--- config.mk ---
export PLATFORM = sky130hd
export DESIGN_NAME = msg_link_arbiter
export DESIGN_NICKNAME = d
export VERILOG_FILES = /design/src/rtl/msg_link_arbiter.sv
export SDC_FILE = /design/constraint.sdc
export NUM_CORES = 1
export LEC_CHECK = 0
export CORE_MARGIN = 2
export CORE_UTILIZATION = 40
export DETAILED_ROUTE_END_ITERATION = 16
export GPL_TIMING_DRIVEN = 0
export PLACE_DENSITY = 0.7
export SLEW_MARGIN = 20
export SYNTH_ARGS = -nofsm -noshare
export SYNTH_HDL_FRONTEND = slang
export SYNTH_SLANG_ARGS = --single-unit
--- constraint.sdc ---
create_clock -name clk -period 2 [get_ports clk]
set_clock_uncertainty 0.05 [all_clocks]
set_input_delay 0.3 -clock clk [delete_from_list [all_inputs] [get_ports clk]]
set_output_delay 0.3 -clock clk [all_outputs]
set_load 0.005 [all_outputs]
--- src/rtl/msg_link_arbiter.sv ---
// Round-robin arbiter for one shared message channel between machines A and B.
// A granted message is latched, offered to the opposite side with valid/ack, and the outcome is reported back.
module msg_link_arbiter #(
    parameter int MSG_W   = 32,
    parameter int TIMEOUT = 16,
    parameter int CNT_W   = 16
) (
    input  logic             clk,
    input  logic             rst_n,
    input  logic             a_req,
    input  logic [MSG_W-1:0] a_msg,
    output logic             a_gnt,
    output logic             a_done,
    output logic             a_err,
    input  logic             b_req,
    input  logic [MSG_W-1:0] b_msg,
    output logic             b_gnt,
    output logic             b_done,
    output logic             b_err,
    output logic             to_b_valid,
    output logic [MSG_W-1:0] to_b_msg,
    input  logic             to_b_ack,
    output logic             to_a_valid,
    output logic [MSG_W-1:0] to_a_msg,
    input  logic             to_a_ack,
    output logic             busy,
    output logic [CNT_W-1:0] a2b_count,
    output logic [CNT_W-1:0] b2a_count
);

    localparam int WCW = (TIMEOUT > 1) ? $clog2(TIMEOUT) : 1;
    localparam logic [WCW-1:0] WLAST = WCW'(TIMEOUT - 1);

    typedef enum logic [1:0] {IDLE, SEND, FIN} state_t;

    state_t           state, state_nx;
    logic             src, src_nx;   // 0 = A sending, 1 = B sending
    logic             ptr, ptr_nx;   // side preferred on contention
    logic [MSG_W-1:0] hold, hold_nx;
    logic [WCW-1:0]   wcnt, wcnt_nx;
    logic [CNT_W-1:0] a2b_nx, b2a_nx;
    logic             a_gnt_nx, a_done_nx, a_err_nx;
    logic             b_gnt_nx, b_done_nx, b_err_nx;
    logic             to_a_valid_nx, to_b_valid_nx, busy_nx;
    logic [MSG_W-1:0] to_a_msg_nx, to_b_msg_nx;
    logic             win_b, ack;

    assign win_b = b_req && (!a_req || ptr);
    assign ack   = src ? to_a_ack : to_b_ack;

    always_comb begin
        state_nx      = state;
        src_nx        = src;
        ptr_nx        = ptr;
        hold_nx       = hold;
        wcnt_nx       = wcnt;
        a2b_nx        = a2b_count;
        b2a_nx        = b2a_count;
        a_gnt_nx      = 1'b0;
        a_done_nx     = 1'b0;
        a_err_nx      = 1'b0;
        b_gnt_nx      = 1'b0;
        b_done_nx     = 1'b0;
        b_err_nx      = 1'b0;
        to_a_valid_nx = 1'b0;
        to_b_valid_nx = 1'b0;
        to_a_msg_nx   = '0;
        to_b_msg_nx   = '0;
        case (state)
            IDLE: begin
                if (a_req || b_req) begin
                    state_nx      = SEND;
                    src_nx        = win_b;
                    hold_nx       = win_b ? b_msg : a_msg;
                    wcnt_nx       = '0;
                    a_gnt_nx      = !win_b;
                    b_gnt_nx      = win_b;
                    to_a_valid_nx = win_b;
                    to_b_valid_nx = !win_b;
                    to_a_msg_nx   = win_b ? b_msg : '0;
                    to_b_msg_nx   = win_b ? '0 : a_msg;
                end
            end
            SEND: begin
                if (ack) begin
                    // ack beats a timeout landing on the same cycle
                    state_nx  = FIN;
                    ptr_nx    = !src;
                    a_done_nx = !src;
                    b_done_nx = src;
                    if (src) b2a_nx = b2a_count + 1'b1;
                    else     a2b_nx = a2b_count + 1'b1;
                end else if (wcnt == WLAST) begin
                    state_nx = FIN;
                    ptr_nx   = !src;
                    a_err_nx = !src;
                    b_err_nx = src;
                end else begin
                    wcnt_nx       = wcnt + 1'b1;
                    to_a_valid_nx = src;
                    to_b_valid_nx = !src;
                    to_a_msg_nx   = src ? hold : '0;
                    to_b_msg_nx   = src ? '0 : hold;
                end
            end
            FIN:     state_nx = IDLE;
            default: state_nx = IDLE;
        endcase
        busy_nx = (state_nx != IDLE);
    end

    always_ff @(posedge clk or negedge rst_n) begin
        if (!rst_n) begin
            state      <= IDLE;
            src        <= 1'b0;
            ptr        <= 1'b0;
            hold       <= '0;
            wcnt       <= '0;
            a2b_count  <= '0;
            b2a_count  <= '0;
            a_gnt      <= 1'b0;
            a_done     <= 1'b0;
            a_err      <= 1'b0;
            b_gnt      <= 1'b0;
            b_done     <= 1'b0;
            b_err      <= 1'b0;
            to_a_valid <= 1'b0;
            to_b_valid <= 1'b0;
            to_a_msg   <= '0;
            to_b_msg   <= '0;
            busy       <= 1'b0;
        end else begin
            state      <= state_nx;
            src        <= src_nx;
            ptr        <= ptr_nx;
            hold       <= hold_nx;
            wcnt       <= wcnt_nx;
            a2b_count  <= a2b_nx;
            b2a_count  <= b2a_nx;
            a_gnt      <= a_gnt_nx;
            a_done     <= a_done_nx;
            a_err      <= a_err_nx;
            b_gnt      <= b_gnt_nx;
            b_done     <= b_done_nx;
            b_err      <= b_err_nx;
            to_a_valid <= to_a_valid_nx;
            to_b_valid <= to_b_valid_nx;
            to_a_msg   <= to_a_msg_nx;
            to_b_msg   <= to_b_msg_nx;
            busy       <= busy_nx;
        end
    end

endmodule

==> flow_metrics.env, run 1 <==
export IMPL_cts_tree="done"
export IMPL_ir_drop_mv=0.787
export IMPL_clk_pin_slew_ps=60
export IMPL_core_um2=14400
export IMPL_yosys_warnings=0
export IMPL_synth_fa_ha_area_share_pct=0.643
export IMPL_htree_levels=4
export IMPL_post_route_util_pct=58.6
export IMPL_sw_frac_of_total_pct=30.7
export IMPL_cts_buffers=17
export IMPL_p_switching_w=0.00348
export IMPL_hpwlAfterDp_um=11200
export IMPL_drt_iter0_drc=260
export IMPL_antenna_found_initial=0
export IMPL_initial_core_util_pct=40.5
export IMPL_grt_pass1_vias=4740
export IMPL_finalMaxSlewViolations=0
export IMPL_crit_chain="and2b_1 -> nand2_1 -> nor3_4 -> buf_2 -> a22o_1"
export IMPL_p_seq_share_pct=39.2
export IMPL_worstSetupStartpointType="flop"
export IMPL_dieHeight_um=125
export IMPL_synth_avg_cell_area_um2=12.5
export IMPL_clkSinkCount=145
export IMPL_synth_simple_area_share_pct=10.4
export IMPL_fmax_mhz=534
export IMPL_synth_cell_types=35
export IMPL_syn_to_final_growth_pct=44.7
export IMPL_synth_area_leaders="dfrtp_1 (62%), a22o_1 (9.6%), mux2i_1 (5.8%), nand2_1 (3.5%), o21ai_0 (2.8%)"
export IMPL_die_w_um=125
export IMPL_slowest_delay_ps=470
export IMPL_drive_gt1_share_pct=9.21
export IMPL_synth_top_family_by_area="compound AO/OA/AOI/OAI gates"
export IMPL_synthArstFlopShare_pct=100
export IMPL_relSlewSlack_pct=59.6
export IMPL_arrival_ps=2170
export IMPL_drc=0
export IMPL_vias=4469
export IMPL_synth_xor_area_share_pct=4.50
export IMPL_synthCells=468
export IMPL_synth_edf_count=0
export IMPL_dp_cells=827
export IMPL_via_per_inst=5.21
export IMPL_yosys_area_top_type="dfrtp_1"
export IMPL_stdcell_count=857
export IMPL_synth_top_area_share_pct=62.1
export IMPL_power_leakage_nw=3.78
export IMPL_grt_pass1_wl_um=25100
export IMPL_outcome="completed"
export IMPL_synthFlopType="dfrtp_1"
export IMPL_critPathMaxFanout=10
export IMPL_p_int_w=0.00785
export IMPL_ios=175
export IMPL_layout_setup_ws_ps=128
export IMPL_clock_latency_ps=410
export IMPL_cp_end_kind="flop"
export IMPL_power_share_clock_pct=26.9
export IMPL_max_cap_violations=0
export IMPL_grt_max_degree=91
export IMPL_drt_total_wl_um=15700
export IMPL_placement_io_buffers=174
export IMPL_r2r_cells=5
export IMPL_muxShareOfSynthArea_pct=5.83
export IMPL_synth_compound_area_share_pct=13.7
export IMPL_ant_nets=0
export IMPL_setup_violations=0
export IMPL_worst_slew_pin_transition_ps=606
export IMPL_period_share_pct=93.6
export IMPL_cts_root_buf="clkbuf_16"
export IMPL_combPwrFrac_pct=33.9
export IMPL_r2r_end="to_b_msg[1]"
export IMPL_gp_congestion=0.777
export IMPL_die_area_um2=15600
export IMPL_powerDensity_nw_per_um2=1340
export IMPL_finalHoldViolations=0
export IMPL_worst_endpoint_required_ps=2300
export IMPL_synthesis_nets=541
export IMPL_grt_overflow_total=0
export IMPL_antennaDiodeCount=0
export IMPL_rsz0062_at_grt="false"
export IMPL_fin_nets=736
export IMPL_drtPass1Iterations=7
export IMPL_rows=44
export IMPL_hp_class="input pin to async pin"
export IMPL_r2r_slack_ps=130
export IMPL_synth_seq_area_share_pct=62.1
export IMPL_clockBufferDepth=2
export IMPL_netlist_area_um2=5840
export IMPL_r2r_start="state[1]"
export IMPL_cp_slowest_cell="dfrtp_1"
export IMPL_path_class="flop to flop"
export IMPL_detail_route_wl_per_cell_um=18.3
export IMPL_ys_seq_elements=145
export IMPL_post_place_ws_ps=-431
export IMPL_fin_crit_ps=1870
export IMPL_postCtsSetupRepairBufs=0
export IMPL_track_usage_pct=20.7
-- worst max-delay path: cells and delay by family (launching register included) --
| kind | cells | cell delay, ps |
|---|---|---|
| AOI/OAI and AO/OA | 1 | 180 |
| buffers and inverters | 1 | 330 |
| DFF | 1 | 470 |
| and+or+nand+nor | 3 | 770 |
-- cells in the mapped netlist, types with 8 or more instances --
library cell and number:
dfrtp_1 145, a22o_1 64, nand2_1 55, mux2i_1 34, o21ai_0 33, nand3_1 18
xnor2_1 16, xor2_1 14, nor2_1 10, clkbuf_1 9, buf_2 8, buf_4 8
inv_1 8, nor3_1 8
-- stage by stage --
step                      total power, W  hold slack, ps  cell area, um^2  setup TNS, ps
after floorplan                  0.00626           -45.6             5840              0
after global placement           0.00815             409             7810        -760970
after detailed placement         0.00829             203             7850         -26320
after CTS                         0.0114             359             8430              0
after global routing              0.0120             387             8450              0
final                             0.0113             350             8450              0
-- flip-flops by register name (all words and copies together) (netlist names), 2 cells and up --
register	cells
b2a_count	16
state	2
wcnt	4
hold	32
a2b_count	16
to_b_msg	32
to_a_msg	32
-- cell type report --
cell class | count | area [um^2]
sequential | 145 | 3630
fill | 1190 | 5970
multi-input combinational | 289 | 2070
timing repair buffer | 176 | 1780
clock inverter | 5 | 80.1
buffer | 25 | 148
inverter | 9 | 33.8
clock buffer | 24 | 482
tap | 184 | 230
-- repair_timing --
item	CTS	global route
pin swaps	0	1
endpoints found under the setup margin	44	61
endpoints found under the hold margin	55	0
resized for setup	5	11
hold buffers	1	0
-- placed cells by master, fill, tap and decap left out, drive strengths merged, types with 16 or more instances in the layout --
cell type,count
mux2i,34
xnor2,16
nand2,55
dfrtp,145
buf,16
clkdlybuf4s50,173
o21ai,36
clkbuf,35
nand3,18
a22o,64
-- power by group through the flow --
| stage | clock network (W) | registers, W | logic, W |
|---|---|---|---|
| 2_1_floorplan | 0 | 0.00442 | 0.00184 |
| 3_3_place_gp | 0 | 0.00444 | 0.00371 |
| 3_5_place_dp | 0 | 0.00448 | 0.00381 |
| 4_1_cts | 0.00310 | 0.00444 | 0.00386 |
| 5_1_grt | 0.00324 | 0.00455 | 0.00416 |
| 6_report | 0.00305 | 0.00444 | 0.00384 |
-- cell families (layout without fill, tap and decap cells) --
kind of cell               Yosys count  in the layout
xor gates and xnor gates            30             30
adders and majority gates            3              3
and+or+nand+nor                    117            117
DFF                                145            145
buffers and inverters               34            239
muxes                               34             34
AOI/OAI and AO/OA                  105            105
-- metal layers --
| layer | global-route usage [%] | wire (um) | vias to the layer above |
|---|---|---|---|
| li1 | - | - | 2052 |
| met1 | 24.7 | 6560 | 2238 |
| met2 | 33.4 | 7460 | 157 |
| met3 | 9.02 | 1420 | 22 |
| met4 | 7.65 | 246 | 0 |
| met5 | 0 | 0 | - |
-- how the worst max path moves through the flow --
stage                     startpoint            to  slack [ps]
after CTS                   state[0]  to_a_msg[23]           4
after global routing        state[1]   to_b_msg[5]           4
final                       state[1]   to_b_msg[1]         130
after global placement         rst_n  to_a_msg[10]       -5100
after detailed placement       b_req  to_a_msg[13]        -430
after floorplan             state[0]       hold[0]         450
(Power assumes the default switching activity.)
==> run 2: changes to the inputs <==
--- a/config.mk
+++ b/config.mk
@@ -6,10 +6,10 @@
 export NUM_CORES = 1
 export LEC_CHECK = 0
 export CORE_MARGIN = 2
-export CORE_UTILIZATION = 40
+export CORE_UTILIZATION = 46
 export DETAILED_ROUTE_END_ITERATION = 16
+export DONT_BUFFER_PORTS = 1
 export GPL_TIMING_DRIVEN = 0
-export PLACE_DENSITY = 0.7
 export SLEW_MARGIN = 20
 export SYNTH_ARGS = -nofsm -noshare
 export SYNTH_HDL_FRONTEND = slang
==> flow_metrics.env, run 2 (synthesis results as in run 1) <==
export IMPL_outcome="finished, violations left"
export IMPL_violations="negative hold slack"
export IMPL_arrival_ps=2170
export IMPL_ios=175
export IMPL_clkSinkCount=145
export IMPL_vias=4036
export IMPL_clk_pin_slew_ps=60
export IMPL_hold_buffers=65
export IMPL_track_usage_pct=23.1
export IMPL_tns_ps=0
export IMPL_rows=41
export IMPL_drtPass1Iterations=4
export IMPL_fmax_mhz=536
export IMPL_finalHoldViolations=145
export IMPL_period_share_pct=93.3
export IMPL_relSlewSlack_pct=62.2
export IMPL_finalMaxSlewViolations=0
export IMPL_p_total_w=0.0104
export IMPL_worst_slew_pin_transition_ps=567
export IMPL_grt_met3_usage_pct=8.61
export IMPL_critPathMaxFanout=10
export IMPL_fin_nets=625
export IMPL_powerDensity_nw_per_um2=1420
export IMPL_fin_crit_ps=1870
export IMPL_via_per_inst=5.48
export IMPL_setup_violations=0
export IMPL_placement_io_buffers=0
export IMPL_grt_overflow_total=0
export IMPL_cts_tree="done"
export IMPL_drt_iter0_drc=230
export IMPL_post_place_ws_ps=-46.8
export IMPL_grt_pass1_wl_um=23300
export IMPL_ant_nets=0
export IMPL_final_common_cell="dfrtp_1"
export IMPL_grt_pass1_vias=4301
export IMPL_syn_to_final_growth_pct=25.6
export IMPL_post_route_util_pct=58.6
export IMPL_cp_end_kind="flop"
export IMPL_hp_class="input pin to async pin"
export IMPL_layout_area_seq_um2=3630
export IMPL_layout_setup_ws_ps=134
export IMPL_worstSetupStartpointType="flop"
export IMPL_ir_drop_mv=0.731
export IMPL_detail_route_wl_per_cell_um=20.7
export IMPL_core_um2=12500
export IMPL_die_w_um=117
export IMPL_clockBufferDepth=2
export IMPL_grt_max_degree=146
export IMPL_rsz0062_at_grt="true"
export IMPL_antennaDiodeCount=0
export IMPL_power_leakage_nw=3.42
export IMPL_multiInputGateArea_um2=2060
export IMPL_cts_buffers=17
export IMPL_htree_levels=4
export IMPL_path_class="flop to flop"
export IMPL_hold_ws_ps=-472
export IMPL_reg_top3="hold (32), to_a_msg (32), to_b_msg (32)"
export IMPL_cts_root_buf="clkbuf_16"
export IMPL_antenna_found_initial=0
export IMPL_busiest_layer="met2"
export IMPL_hpwlAfterDp_um=9850
export IMPL_die_area_um2=13600
export IMPL_clock_latency_ps=420
export IMPL_drt_total_wl_um=15300
export IMPL_use_met2_pct=36.3
export IMPL_drc=0
export IMPL_final_cell_mix="dfrtp_1 (145), dlygate4sd3_1 (65), a22o_1 (64), nand2_1 (55), mux2i_1 (34)"
export IMPL_max_cap_violations=0
export IMPL_dieHeight_um=117
export IMPL_initial_core_util_pct=46.7
export IMPL_drive_gt1_share_pct=12.0
export IMPL_worst_endpoint_required_ps=2300
export IMPL_gp_congestion=0.783
export IMPL_use_met1_pct=29.3
export IMPL_postCtsSetupRepairBufs=0
export IMPL_num_fill_cells=1068
## run 2: cell types whose count changed in the layout (fill, tap and decap cells not counted), moves of 2 or more
cell	change
buf_2	+2
clkbuf_1	-5
clkbuf_4	-2
clkbuf_8	-2
clkdlybuf4s50_1	-173
clkinv_2	+3
clkinv_4	+2
clkinvlp_4	+3
dlygate4sd3_1	+64
## run 2: worst max-delay path, cell delays in order, from the launching register on
cell     delay [ps]
dfrtp_1         470
and2b_1         340
nand2_1         150
nor2_2          250
buf_2           330
a22o_1          200
## run 2: final timing paths
path / end / slack [ps] / startpoint / cells past startpoint
worst min-delay path: a2b_count[5] / -470 / rst_n / 0
max in group asynchronous: hold[2] / 2230 / rst_n / 0
worst max register to register: to_a_msg[17] / 130 / state[1] / 5
min in group clk: hold[30] / 20 / b_msg[30] / 2
worst max-delay path: to_a_msg[17] / 130 / state[1] / 5
worst min register to register: a2b_count[15] / 440 / a2b_count[15] / 1
## run 2: power breakdown
group | internal [W] | switching (W) | leakage [nW] | total [W]
combinational | 0.00115 | 0.00138 | 1.23 | 0.00254
sequential | 0.00387 | 0.000767 | 1.90 | 0.00464
clock | 0.00199 | 0.00124 | 0.284 | 0.00322
## run 2: layer usage
layer | vias up | wire length, um
li1 | 1834 | -
met1 | 2034 | 6400
met2 | 149 | 7350
met3 | 19 | 1280
met4 | 0 | 248
met5 | - | 0
## run 2: final cells by class
cell class	instances	area share, %
flip-flops and latches	145	49.5
multi-input cells	289	28.1
repair buffers	65	8.87
clock buffers	18	5.99
well taps	172	2.93
clock inverters	14	2.25
plain buffers	25	1.96
inverters	9	0.460
## run 2: timing repair
action                                  4_1_cts  5_1_grt
gates resized for setup                       5        9
endpoints found under the setup margin       21       74
endpoints found under the hold margin       242      145
pin swaps                                     0        1
## run 2: through the flow
step / hold slack [ps] / cells / cell area [um^2]
after detailed placement: -42.2 / 640 / 6060
after CTS: -490 / 737 / 7320
after global placement: -42.8 / 640 / 6060
after global routing: -502 / 737 / 7340
final: -472 / 737 / 7340
after floorplan: -45.6 / 468 / 5840
==> run 3: changes to the inputs <==
--- a/config.mk
+++ b/config.mk
@@ -5,11 +5,15 @@
 export SDC_FILE = /design/constraint.sdc
 export NUM_CORES = 1
 export LEC_CHECK = 0
+export CAP_MARGIN = 10
+export CELL_PAD_IN_SITES_DETAIL_PLACEMENT = 1
+export CELL_PAD_IN_SITES_GLOBAL_PLACEMENT = 2
 export CORE_MARGIN = 2
-export CORE_UTILIZATION = 46
+export CORE_UTILIZATION = 40
 export DETAILED_ROUTE_END_ITERATION = 16
 export DONT_BUFFER_PORTS = 1
 export GPL_TIMING_DRIVEN = 0
+export PLACE_DENSITY_LB_ADDON = 0.1
 export SLEW_MARGIN = 20
 export SYNTH_ARGS = -nofsm -noshare
 export SYNTH_HDL_FRONTEND = slang
==> flow_metrics.env, run 3 (synthesis results as in run 1) <==
export IMPL_htree_levels=4
export IMPL_path_buf_inv=1
export IMPL_fin_nets=625
export IMPL_path_class="flop to flop"
export IMPL_final_common_cell="dfrtp_1"
export IMPL_track_usage_pct=21.5
export IMPL_final_cell_mix="dfrtp_1 (145), dlygate4sd3_1 (65), a22o_1 (64), nand2_1 (55), mux2i_1 (34)"
export IMPL_grt_pass1_vias=4468
export IMPL_setup_violations=0
export IMPL_drtPass1Iterations=4
export IMPL_ir_drop_mv=0.680
export IMPL_postCtsSetupRepairBufs=0
export IMPL_grt_met3_usage_pct=7.00
export IMPL_cp_end_kind="flop"
export IMPL_drc=0
export IMPL_antennaDiodeCount=0
export IMPL_clkSinkCount=145
export IMPL_initial_core_util_pct=40.5
export IMPL_crit_start="state[1]"
export IMPL_hpwlAfterDp_um=10700
export IMPL_slowest_delay_ps=460
export IMPL_detail_route_wl_per_cell_um=21.5
export IMPL_rows=44
export IMPL_r2r_slack_ps=140
export IMPL_dieHeight_um=125
export IMPL_vias=4090
export IMPL_via_per_inst=5.46
export IMPL_fmax_mhz=539
export IMPL_cp_slowest_cell="dfrtp_1"
export IMPL_clk_pin_slew_ps=60
export IMPL_worst_slew_pin_transition_ps=612
export IMPL_fin_crit_ps=1860
export IMPL_hold_ws_ps=-466
export IMPL_post_route_util_pct=51.1
export IMPL_max_cap_violations=0
export IMPL_finalMaxSlewViolations=0
export IMPL_gp_congestion=0.773
export IMPL_grt_pass1_wl_um=26000
export IMPL_stdcell_count=749
export IMPL_finalHoldViolations=145
export IMPL_drive_gt1_share_pct=12.0
export IMPL_drt_total_wl_um=16100
export IMPL_critPathMaxFanout=10
export IMPL_grt_overflow_total=0
export IMPL_hp_class="input pin to async pin"
export IMPL_ios=175
export IMPL_antenna_found_initial=0
export IMPL_clockBufferDepth=2
export IMPL_r2r_end="to_b_msg[23]"
export IMPL_cts_buffers=17
export IMPL_use_met1_pct=27.1
export IMPL_period_share_pct=92.8
export IMPL_placement_io_buffers=0
export IMPL_p_total_w=0.0105
export IMPL_busiest_layer="met2"
export IMPL_r2r_cells=5
export IMPL_use_met2_pct=35.3
export IMPL_core_um2=14400
export IMPL_ant_nets=0
export IMPL_cts_root_buf="clkbuf_16"
export IMPL_outcome="finished, violations left"
export IMPL_violations="negative hold slack"
export IMPL_arrival_ps=2160
export IMPL_worst_endpoint_required_ps=2300
export IMPL_reg_top3="hold (32), to_a_msg (32), to_b_msg (32)"
export IMPL_worstSetupStartpointType="flop"
export IMPL_r2r_start="state[1]"
export IMPL_crit_chain="and2b_1 -> nand2_1 -> nor3_4 -> buf_2 -> a22o_1"
export IMPL_die_w_um=125
export IMPL_drt_iter0_drc=199
export IMPL_relSlewSlack_pct=59.0
export IMPL_clock_latency_ps=410
export IMPL_die_area_um2=15600
export IMPL_critical_path_top_delay_family="simple AND/OR/NAND/NOR gates"
export IMPL_cts_tree="done"
export IMPL_dp_cells=652
export IMPL_hold_buffers=65
export IMPL_power_leakage_nw=3.43
export IMPL_syn_to_final_growth_pct=26.2
export IMPL_grt_max_degree=146
export IMPL_powerDensity_nw_per_um2=1430
export IMPL_tns_ps=0
-- run 3: cell count changes in the layout (fill, tap and decap cells not counted), sizes merged --
cell,delta
clkbuf,+2
clkinvlp,-2
bufinv,+1
buf,-2
inv,+1
-- run 3: layout make-up --
class,count,area [um^2]
Sequential cell,145,3630
Clock buffer,18,429
Multi-Input combinational cell,289,2060
Inverter,9,33.8
Tap cell,184,230
Clock inverter,14,189
Fill cell,1492,7050
Timing Repair Buffer,65,651
Buffer,25,150
-- run 3: worst max path at each step --
stage                        end  slack, ps  depth (start not counted)
floorplan                hold[0]        450                          6
global placement    to_a_msg[16]        -40                          4
detailed placement  to_a_msg[19]        -90                          4
CTS                 to_a_msg[26]         -1                          4
global route        to_b_msg[23]        -10                          6
finish              to_b_msg[23]        140                          5
-- run 3: stage by stage --
stage	cell area [um^2]	setup WS, ps
global placement	6070	-43.4
floorplan	5840	452
detailed placement	6070	-93.5
finish	7370	144
CTS	7350	-1.42
global route	7370	-13.7
-- run 3: per-layer routing --
metal  up-vias  routed length (um)
met5         -                   0
met4         0                 248
met3        19                1030
met2       136                7820
met1      2100                7030
li1       1835                   -
-- run 3: timing repair --
item | CTS | global route
endpoints found under the hold margin | 242 | 145
setup endpoints to repair | 32 | 61
gates resized for setup | 4 | 16
pin swaps | 0 | 1
-- run 3: where the power goes --
group          internal (W)  leakage [nW]  switching, W  total (W)
combinational       0.00116          1.23       0.00139    0.00254
clock               0.00208         0.296       0.00124    0.00332
sequential          0.00387          1.90      0.000768    0.00464
total               0.00711          3.43       0.00340     0.0105
